$ cat config.mk
export PLATFORM = sky130hd
export DESIGN_NAME = flap_scheduler
export DESIGN_NICKNAME = d
export VERILOG_FILES = /design/src/rtl/flap_scheduler.sv
export SDC_FILE = /design/constraint.sdc
export NUM_CORES = 1
export LEC_CHECK = 0
export ABC_CLOCK_PERIOD_IN_PS = 2670
export CAP_MARGIN = 30
export CORE_UTILIZATION = 40
export DETAILED_ROUTE_END_ITERATION = 8
export GPL_TIMING_DRIVEN = 0
export PLACE_DENSITY = 0.63
export SYNTH_ARGS = -nofsm -noshare
export SYNTH_HDL_FRONTEND = slang
export SYNTH_SLANG_ARGS = --single-unit
$ cat constraint.sdc
create_clock -name clk -period 2.67 [get_ports clk]
set_input_delay 0.801 -clock clk [delete_from_list [all_inputs] [get_ports clk]]
set_output_delay 0.801 -clock clk [all_outputs]
set_load 0.05 [all_outputs]
$ cat src/rtl/flap_scheduler.sv
// Purpose: picks at most one released button per game tick and issues a one-cycle flap to the bird physics.
// Latency: release-to-pending 0 cycles (2 with FLAP_SYNC_EN), tick-to-flap 1 cycle, then COOLDOWN idle cycles.
// Backpressure: none downstream; requests coalesce in sticky pending flags, and overflow shows up as a dropped pulse.
// Optional feature macro: FLAP_SYNC_EN adds a 2-flop synchronizer on each press bit.
module flap_scheduler #(
  parameter int NREQ     = 4,
  parameter int COOLDOWN = 3
) (
  input  logic                    clk,
  input  logic                    rst,
  input  logic                    tick,
  input  logic                    enable,
  input  logic [NREQ-1:0]         press,
  output logic                    flap,
  output logic [$clog2(NREQ)-1:0] flap_id,
  output logic [NREQ-1:0]         pending,
  output logic                    busy,
  output logic                    dropped
);

  localparam int IDW = $clog2(NREQ);
  // The counter only holds the remaining COOL cycles, so it is loaded with COOLDOWN-1.
  localparam logic [7:0] CNT_LOAD = (COOLDOWN == 0) ? 8'd0 : 8'(COOLDOWN - 1);

  typedef enum logic [1:0] {
    IDLE  = 2'd0,
    GRANT = 2'd1,
    COOL  = 2'd2
  } state_t;

  state_t          state, state_nxt;
  logic [7:0]      cnt, cnt_nxt;
  logic [NREQ-1:0] press_s;
  logic [NREQ-1:0] prev;
  logic [NREQ-1:0] ev;
  logic [NREQ-1:0] clr_mask;
  logic [NREQ-1:0] pending_nxt;
  logic [IDW-1:0]  rr_ptr;
  logic [IDW-1:0]  winner;
  logic [IDW-1:0]  cand;
  logic            found;
  logic            grant_go;

`ifdef FLAP_SYNC_EN
  logic [NREQ-1:0] sync1, sync2;

  // Two-flop synchronizer for KEY inputs that are asynchronous to clk.
  always_ff @(posedge clk or negedge rst) begin
    if (!rst) begin
      sync1 <= '0;
      sync2 <= '0;
    end else begin
      sync1 <= press;
      sync2 <= sync1;
    end
  end

  assign press_s = sync2;
`else
  assign press_s = press;
`endif

  // A button event is its release, matching the existing button convention.
  assign ev = prev & ~press_s;

  // Round-robin search: the first pending bit upward from rr_ptr+1, wrapping at NREQ.
  always_comb begin
    winner = '0;
    cand   = '0;
    found  = 1'b0;
    for (int k = 1; k <= NREQ; k++) begin
      cand = IDW'((int'(rr_ptr) + k) % NREQ);
      if (!found && pending[cand]) begin
        winner = cand;
        found  = 1'b1;
      end
    end
  end

  // A grant is only taken from IDLE; ticks arriving while busy are ignored.
  assign grant_go = (state == IDLE) && tick && enable && (|pending);

  // Pending update: the winner is cleared, new events set their bits, and a low enable flushes everything.
  // A same-edge event on the winner re-sets its bit, so the request is not lost and is not a drop.
  always_comb begin
    clr_mask = '0;
    if (grant_go) begin
      clr_mask[winner] = 1'b1;
    end
    pending_nxt = '0;
    dropped     = 1'b0;
    if (enable) begin
      pending_nxt = (pending & ~clr_mask) | ev;
      dropped     = |(ev & pending & ~clr_mask);
    end
  end

  // Next-state logic for the IDLE -> GRANT -> COOL -> IDLE sequence.
  always_comb begin
    state_nxt = state;
    cnt_nxt   = cnt;
    case (state)
      IDLE: begin
        if (grant_go) begin
          state_nxt = GRANT;
        end
      end
      GRANT: begin
        if (COOLDOWN == 0) begin
          state_nxt = IDLE;
        end else begin
          state_nxt = COOL;
          cnt_nxt   = CNT_LOAD;
        end
      end
      COOL: begin
        if (cnt == 8'd0) begin
          state_nxt = IDLE;
        end else begin
          cnt_nxt = cnt - 8'd1;
        end
      end
      default: begin
        state_nxt = IDLE;
      end
    endcase
  end

  // State, counter, and request registers. Reset aborts any flap that is in progress.
  always_ff @(posedge clk or negedge rst) begin
    if (!rst) begin
      state   <= IDLE;
      cnt     <= 8'd0;
      prev    <= '0;
      pending <= '0;
      rr_ptr  <= IDW'(NREQ - 1);
      flap_id <= '0;
    end else begin
      state   <= state_nxt;
      cnt     <= cnt_nxt;
      prev    <= press_s;
      pending <= pending_nxt;
      if (grant_go) begin
        rr_ptr  <= winner;
        flap_id <= winner;
      end
    end
  end

  assign flap = (state == GRANT);
  assign busy = (state != IDLE);

endmodule

==> Word-level counts from Yosys, hierarchy flattened <==
Cells that the tools add are included.
{ "word_totals": {"ff_bits": 22, "out_inout_bits": 9, "in_bits": 8, "elab_cells": 72} }
{ "op_classes": {"n_reduce_logical": 18, "bitwise_logic": 7, "eq_ne": 5, "order_cmp": 6, "mux": 25, "addsub": 5} }
{ "ops": {"columns": ["cell", "count"], "rows": [
  ["4-bit AND", 4],
  ["8-bit one-hot mux with 2 select lines", 1],
  ["2-bit by 3-bit < comparator with 1-bit output (second input constant)", 5],
  ["2-bit 2-to-1 mux", 6],
  ["1-bit 2-to-1 mux", 9],
  ["1-bit binary-select mux with 2-bit select", 4],
  ["8-bit logical NOT", 1],
  ["4-bit 2-to-1 mux", 2],
  ["8-bit 2-to-1 mux", 1],
  ["4-bit inverter", 2],
  ["4-bit OR reduction", 2],
  ["8-bit by 1-bit subtractor with 8-bit output (second input constant)", 1],
  ["1-bit logical AND", 7],
  ["2-bit != test (second input constant)", 3],
  ["2-bit one-hot mux with 3 select lines", 1],
  ["2-bit by 1-bit adder with 2-bit output (second input constant)", 2],
  ["2-bit adder (second input constant)", 2],
  ["4-bit OR", 1],
  ["2-bit AND reduction", 2],
  ["2-bit nonzero test", 2],
  ["1-bit logical NOT", 3],
  ["1-bit demux with 2-bit select", 1],
  ["2-bit by 1-bit == test with 1-bit output (second input constant)", 1],
  ["2-bit == test (second input constant)", 1],
  ["2 further kinds", 2]
]} }

==> Depth between registers and ports, before layout <==
Gate-level depths: netlist of the first run.
{ "logic_depth": {"depth_word": 22, "ltp_mapped": 7} }

==> Worst setup path after synthesis of the first run <==
OpenSTA, ideal clock, no wires.
{ "synth_timing": {"path_type": "reg-to-output", "start": "reg pending[0]", "end": "out dropped", "path_stages_with_launch": 6, "arrival_ns": 2.070, "path_buffers": 0, "path_slack_ns": -0.201, "required_time_ns": 1.869, "cell_sequence": "dfrtp_1 -> or2_1 -> a311o_1 -> o41ai_2 -> o22ai_1 -> o21a_1"} }
{ "synth_between": {"elab_chain_cells": 21, "word_cells_on_any_way": 34, "classes_between": "2 x order compare; 19 x mux; 3 x bitwise; 10 x reduce/logical"} }
{ "synth_rtl": {"columns": ["element", "line", "rtl"], "rows": [
  ["from (decl)", "16", "output logic [NREQ-1:0] pending,"],
  ["from (signal assigned)", "142", "pending <= pending_nxt;"],
  ["1-bit binary-select mux with 2-bit select", "73", "if (!found && pending[cand]) begin"],
  ["1-bit 2-to-1 mux (implied by the code)", "73", null],
  ["1-bit 2-to-1 mux", "73", null],
  ["1-bit logical NOT", "73", null],
  ["1-bit logical AND", "73", null],
  ["1-bit 2-to-1 mux", "73", null],
  ["1-bit logical NOT", "73", null],
  ["1-bit logical AND", "73", null],
  ["(+5 left out)", null, null],
  ["1-bit logical AND (implied by the code)", "88", "clr_mask[winner] = 1'b1;"],
  ["1-bit 2-to-1 mux (implied by the code)", "88", null],
  ["1-bit demux with 2-bit select", "88", null],
  ["4-bit 2-to-1 mux", "87", "if (grant_go) begin"],
  ["4-bit inverter", "94", "dropped = |(ev & pending & ~clr_mask);"],
  ["4-bit AND *", "94", null],
  ["4-bit OR reduction *", "94", null],
  ["1-bit 2-to-1 mux *", "92", "if (enable) begin"],
  ["to (decl)", "18", "output logic dropped"]
]} }
Every way passes the cells marked *; elsewhere a longest branch is shown, timed or not. The select of a mux whose other input is x is not followed.

==> Final worst setup path of the first run <==
{ "layout_timing": {"start": "in tick", "end": "out dropped"} }
{ "layout_between": {"elab_chain_cells": 8} }
{ "layout_rtl": {"columns": ["element", "line", "rtl"], "rows": [
  ["from (decl)", "11", "input logic tick,"],
  ["1-bit logical AND (3 in series)", "81", "assign grant_go = (state == IDLE) && tick && enable && (|pending);"],
  ["4-bit 2-to-1 mux", "87", null],
  ["4-bit inverter", "94", null],
  ["4-bit AND", "94", null],
  ["4-bit OR reduction", "94", null],
  ["1-bit 2-to-1 mux", "92", null]
]} }
No other way between the ends.

==> results of run 1 <==
how the worst max path moves through the flow:
stage               endpoint  slack (ns)  cells after the start
floorplan            dropped       -0.07                      5
global placement     dropped       -1.34                      8
detailed placement   dropped       -1.34                      8
CTS                  dropped       -0.35                      7
global route         dropped       -0.48                      7
finish               dropped       -0.33                      7
layout make-up:
| class | count | area share (%) |
|---|---|---|
| clock buffer | 4 | 2.569 |
| inverter | 4 | 1.063 |
| multi-input combinational | 78 | 38.00 |
| sequential | 22 | 39.42 |
| tap | 30 | 2.657 |
| timing repair buffer | 23 | 16.30 |
worst max-delay path, stage by stage:
cell	delay (ns)
buf_6	0.06
nor4bb_4	0.31
o31ai_2	0.14
o41ai_2	0.38
o22ai_1	0.14
o21a_2	0.22
buf_8	0.15
power groups by stage:
stage	combinational, mW	clock [mW]	sequential, mW
floorplan	0.291	0	0.596
finish	0.499	0.185	0.543
global route	0.559	0.205	0.559
detailed placement	0.481	0	0.551
global placement	0.470	0	0.544
CTS	0.492	0.194	0.543
metal layers:
layer,wire length [µm],share of wire [%]
met1,1063,51
met2,921,44
met3,80,3.8
met4,20,0.96
met5,0,0
sequential cells by signal, summed over array words and instances (netlist names):
name and flops:
rr_ptr 2, prev 4, state 2, cnt 8, pending 4, flap_id 2
timing repair:
item                                    CTS  global route
resized for setup                        21             1
pin swaps                                 7             6
setup buffers                             3             3
endpoints found under the setup margin    2             1
placed cells by master (no fill, tap or decap), types with 3 or more instances in the layout:
| cell type | n |
|---|---|
| buf_4 | 6 |
| clkdlybuf4s50_1 | 12 |
| nand2b_1 | 10 |
| nor2_1 | 7 |
| o21ai_0 | 6 |
| dfrtp_1 | 17 |
| dfrtp_2 | 3 |
| mux2i_1 | 3 |
| a21boi_0 | 5 |
| buf_8 | 3 |
| inv_1 | 4 |
| nand3b_1 | 3 |
| nand2_1 | 12 |
| clkbuf_4 | 3 |
kinds of logic (layout without fill, tap and decap cells):
group / after synthesis / in the layout / share of synthesized area [%]
muxes: 3 / 3 / 2.810
xor gates and xnor gates: 1 / 1 / 0.8198
DFF: 22 / 22 / 51.76
AOI/OAI and AO/OA: 29 / 29 / 19.91
and+or+nand+nor: 43 / 43 / 20.96
adders and majority gates: 2 / 2 / 2.342
buffers and inverters: 4 / 31 / 1.405
through the flow:
stage	instances	hold slack [ns]	area, µm²
after floorplan	104	0.4480	1101
after detailed placement	151	0.4698	1314
after CTS	158	0.4914	1384
after global routing	161	0.5111	1413
after global placement	150	0.4605	1299
final	161	0.4841	1413
cells in the mapped netlist (3+ instances only):
library cell / count / area share [%]
a21boi_0: 5 / 3.5
inv_1: 4 / 1.4
nand2_1: 13 / 4.6
dfrtp_1: 20 / 47
o21ai_0: 6 / 2.8
o31ai_1: 3 / 2.1
mux2i_1: 3 / 2.8
nand2b_1: 10 / 5.9
nand3b_1: 3 / 2.1
nor2_1: 7 / 2.5
==> impl_metrics.env, run 1 <==
export IMPL_status="finished with violations"
export IMPL_violations="setup timing"
export IMPL_p_seq_share_pct=44.2
export IMPL_synth_main_ff_cell="dfrtp_1"
export IMPL_met3_usage_pct=5.085
export IMPL_finalCritPeriodShare_pct=112.2
export IMPL_ys_seq_area_share_pct=51.76
export IMPL_ant_nets=0
export IMPL_synthToLayoutAreaGrowth_pct=32.20
export IMPL_p_total_mw=1.227
export IMPL_grt_usage_pct=17.93
export IMPL_layout_min_cycle_time_ns=2.995
export IMPL_fin_skew_ns=0.002931
export IMPL_worst_slew_margin_rel_pct=58.18
export IMPL_fill_cells=226
export IMPL_path_class="in -> out"
export IMPL_leakagePower_nw=0.6241
export IMPL_vias=852
export IMPL_dp_hpwl_um=1511
export IMPL_pwr_share_comb_pct=40.7
export IMPL_grtUsageMet1_pct=24.69
export IMPL_yosysWarnings=0
export IMPL_die_y_um=53.69
export IMPL_clkTransAtPathRegs_ns=0.12
export IMPL_fin_tns_setup_ns=-0.3252
export IMPL_drive_gt1_share_pct=21.37
export IMPL_ys_ff_latch=22
export IMPL_start_util_pct=42.74
export IMPL_drt_iter0_drc=17
export IMPL_viasPerCell=5.292
export IMPL_clock_latency_ns=0.31
export IMPL_hp_class="reg -> reg"
export IMPL_diodes=0
export IMPL_drc_errors=0
export IMPL_switching_power_mw=0.4893
export IMPL_synth_edf_count=0
export IMPL_hold_depth=2
export IMPL_use_met2_pct=27.16
export IMPL_utilization_pct=56.51
export IMPL_end_kind="output pin"
export IMPL_rsz0062_at_grt="yes"
export IMPL_htree_num_levels=1
export IMPL_maxCapViolations=0
export IMPL_mappedNetlistNets=114
export IMPL_worstSetupStartpoint="tick"
export IMPL_io_buffer_count=16
export IMPL_critPathArrivalTime_ns=2.19
export IMPL_hold_violations=0
export IMPL_dieArea_um2=2882
export IMPL_timing_final_ws_setup_ns=-0.3252
export IMPL_avgSynthCellArea_um2=10.27
export IMPL_numCtsBuffers=3
export IMPL_holdPathEnd="rr_ptr[0]"
export IMPL_detail_route_wl_per_cell_um=12.96
export IMPL_grt_overflow=0
export IMPL_antenna_found_initial=0
export IMPL_reg2reg_slack_ns=0.92
export IMPL_wl_um=2086
export IMPL_cts_tree="done"
export IMPL_reg2reg_depth=5
export IMPL_min_from="rr_ptr[0]"
export IMPL_r2r_end="cnt[6]"
export IMPL_grt_max_degree=13
export IMPL_synth_cell_types=33
export IMPL_switching_share_pct=39.88
export IMPL_timing_rr_start="cnt[4]"
export IMPL_synthCells=104
export IMPL_required_ns=1.87
export IMPL_cts_hold_buf=0
export IMPL_core_um2=2500
export IMPL_async_reset_ff_share_pct=100.0
export IMPL_clockPowerShare_pct=15.1
export IMPL_synth_area_um2=1069
export IMPL_irDropWorstVdd_mv=0.5620
export IMPL_fmax_ghz=0.3339
export IMPL_cts_root_buf="clkbuf_4"
export IMPL_first_global_vias=886
export IMPL_gp_congestion=0.7759
export IMPL_num_nets_final=142
export IMPL_p_int_mw=0.7377
export IMPL_pre_cts_ws_ns=-1.340
export IMPL_io_pins=17
export IMPL_first_pass_iters=4
export IMPL_finalSetupViolCount=1
export IMPL_die_x_um=53.69
export IMPL_multi_input_comb_area_um2=536.8
export IMPL_worst_slew_pin_slew_ns=0.6216
export IMPL_grt_pass1_wl_um=3677
export IMPL_path_max_fanout=2
export IMPL_cts_sinks=22
export IMPL_layout_area_seq_um2=556.8
export IMPL_top_usage_layer="met2"
export IMPL_num_rows=18
export IMPL_clockBufferDepth=2
export IMPL_cp_start_kind="input pin"
export IMPL_slew_viol_final=0
export IMPL_power_density_nw_per_um2=868.6
No activity file was read; power rests on OpenSTA's default activity.
==> run 2, diff against run 1 <==
--- a/config.mk
+++ b/config.mk
@@ -6,7 +6,6 @@
 export NUM_CORES = 1
 export LEC_CHECK = 0
 export ABC_CLOCK_PERIOD_IN_PS = 2670
-export CAP_MARGIN = 30
 export CORE_UTILIZATION = 40
 export DETAILED_ROUTE_END_ITERATION = 8
 export GPL_TIMING_DRIVEN = 0
==> impl_metrics.env, run 2 (synthesis results as in run 1) <==
export IMPL_layout_min_cycle_time_ns=3.016
export IMPL_utilization_pct=54.05
export IMPL_place_area_um2=1299
export IMPL_irDropWorstVdd_mv=0.5737
export IMPL_path_common_cell="buf_8"
export IMPL_io_pins=17
export IMPL_synthToLayoutAreaGrowth_pct=26.46
export IMPL_timing_final_ws_setup_ns=-0.3464
export IMPL_die_y_um=53.69
export IMPL_fin_tns_setup_ns=-0.3464
export IMPL_diodes=0
export IMPL_violations="setup timing"
export IMPL_dieArea_um2=2882
export IMPL_critPathArrivalTime_ns=2.22
export IMPL_cts_sinks=22
export IMPL_finalSetupViolCount=1
export IMPL_layout_commonest_cell="dfrtp_1"
export IMPL_grt_max_degree=23
export IMPL_cts_root_buf="clkbuf_4"
export IMPL_worst_slew_pin_slew_ns=0.9737
export IMPL_first_pass_iters=4
export IMPL_grt_overflow=0
export IMPL_vias=838
export IMPL_path_max_fanout=2
export IMPL_cpPeakStageDelay_ns=0.38
export IMPL_worst_slew_margin_rel_pct=34.88
export IMPL_hold_violations=0
export IMPL_detail_route_wl_per_cell_um=12.86
export IMPL_critPathSlowestCell="o41ai_2"
export IMPL_drt_iter0_drc=30
export IMPL_path_class="in -> out"
export IMPL_clkTransAtPathRegs_ns=0.11
export IMPL_pre_cts_ws_ns=-1.340
export IMPL_cp_start_kind="input pin"
export IMPL_regMostFlops="cnt"
export IMPL_viasPerCell=5.372
export IMPL_wl_um=2006
export IMPL_end_kind="output pin"
export IMPL_p_total_mw=1.181
export IMPL_num_rows=18
export IMPL_final_cell_area_um2=1351
export IMPL_dp_hpwl_um=1469
export IMPL_largest_reg_flops=8
export IMPL_numCtsBuffers=3
export IMPL_first_global_vias=845
export IMPL_cts_hold_buf=0
export IMPL_core_um2=2500
export IMPL_hp_class="reg -> reg"
export IMPL_antenna_found_initial=0
export IMPL_drc_errors=0
export IMPL_htree_num_levels=1
export IMPL_maxCapViolations=0
export IMPL_power_density_nw_per_um2=873.9
export IMPL_fin_skew_ns=0.004870
export IMPL_required_ns=1.87
export IMPL_clockBufferDepth=2
export IMPL_top_regs="cnt x8, pending x4, prev x4"
export IMPL_clock_latency_ns=0.30
export IMPL_gp_congestion=0.7759
export IMPL_status="finished with violations"
export IMPL_ant_nets=0
export IMPL_grt_usage_pct=17.34
export IMPL_leakagePower_nw=0.5894
export IMPL_crit_chain="buf_8 > nor4bb_4 > o31ai_2 > o41ai_2 > o22ai_1 > o21a_2 > buf_8"
export IMPL_drive_gt1_share_pct=17.46
export IMPL_start_util_pct=42.74
export IMPL_grt_pass1_wl_um=3539
export IMPL_finalCritPeriodShare_pct=113.0
export IMPL_die_x_um=53.69
export IMPL_rsz0062_at_grt="yes"
export IMPL_mostFrequentLayoutCells="dfrtp_1 (17), nand2_1 (12), clkdlybuf4s50_1 (12)"
export IMPL_num_nets_final=137
export IMPL_io_buffer_count=16
export IMPL_slew_viol_final=0
export IMPL_cts_tree="done"
export IMPL_fmax_ghz=0.3315
[run 2: worst paths after layout]
| path | slack (ns) | endpoint | cells past startpoint | startpoint |
|---|---|---|---|---|
| worst min-delay path | 0.48 | rr_ptr[0] | 2 | rr_ptr[0] |
| worst min register to register | 0.48 | rr_ptr[0] | 2 | rr_ptr[0] |
| max in group asynchronous | 0.99 | pending[1] | 1 | rst |
| worst max-delay path | -0.35 | dropped | 7 | enable |
| worst max register to register | 0.88 | pending[3] | 5 | rr_ptr[0] |
| min in group asynchronous | 1.02 | prev[1] | 1 | rst |
[run 2: per-stage QoR]
stage | instances | hold slack [ns]
after floorplan | 104 | 0.4480
after detailed placement | 150 | 0.4659
after global placement | 150 | 0.4605
after global routing | 156 | 0.5024
after CTS | 156 | 0.4854
final | 156 | 0.4834
[run 2: power breakdown]
| group | internal, mW | switching [mW] | leakage [nW] | total [mW] |
|---|---|---|---|---|
| Clock | 0.0583 | 0.0965 | 0.0150 | 0.155 |
| Combinational | 0.198 | 0.286 | 0.305 | 0.484 |
| Sequential | 0.445 | 0.0973 | 0.270 | 0.542 |
[run 2: metal layers]
metal  up-vias  global-route usage [%]  wire length, µm
met4         0                   2.632               15
met5         -                       0                0
met1       401                   23.31              964
met2        14                   27.98              945
li1        421                       -                -
met3         2                   5.085               82
[run 2: final cells by class]
type	instances	area (µm²)
clock buffers	4	26.28
multi-input cells	78	536.8
repair buffers	18	178.9
fillers	223	1149
inverters	4	15.01
well taps	30	37.54
flip-flops and latches	22	556.8
[run 2: worst max-delay path, delay by kind of cell]
kind	cells	cell delay, ns
AOI/OAI and AO/OA	4	0.86
and+or+nand+nor	1	0.33
buffers and inverters	2	0.22
[run 2: what timing repair did]
item                       CTS  global route
resized for setup           21             0
setup buffers                2             0
pin swaps                    6             0
gates cloned                 0             0
setup endpoints to repair    2             1
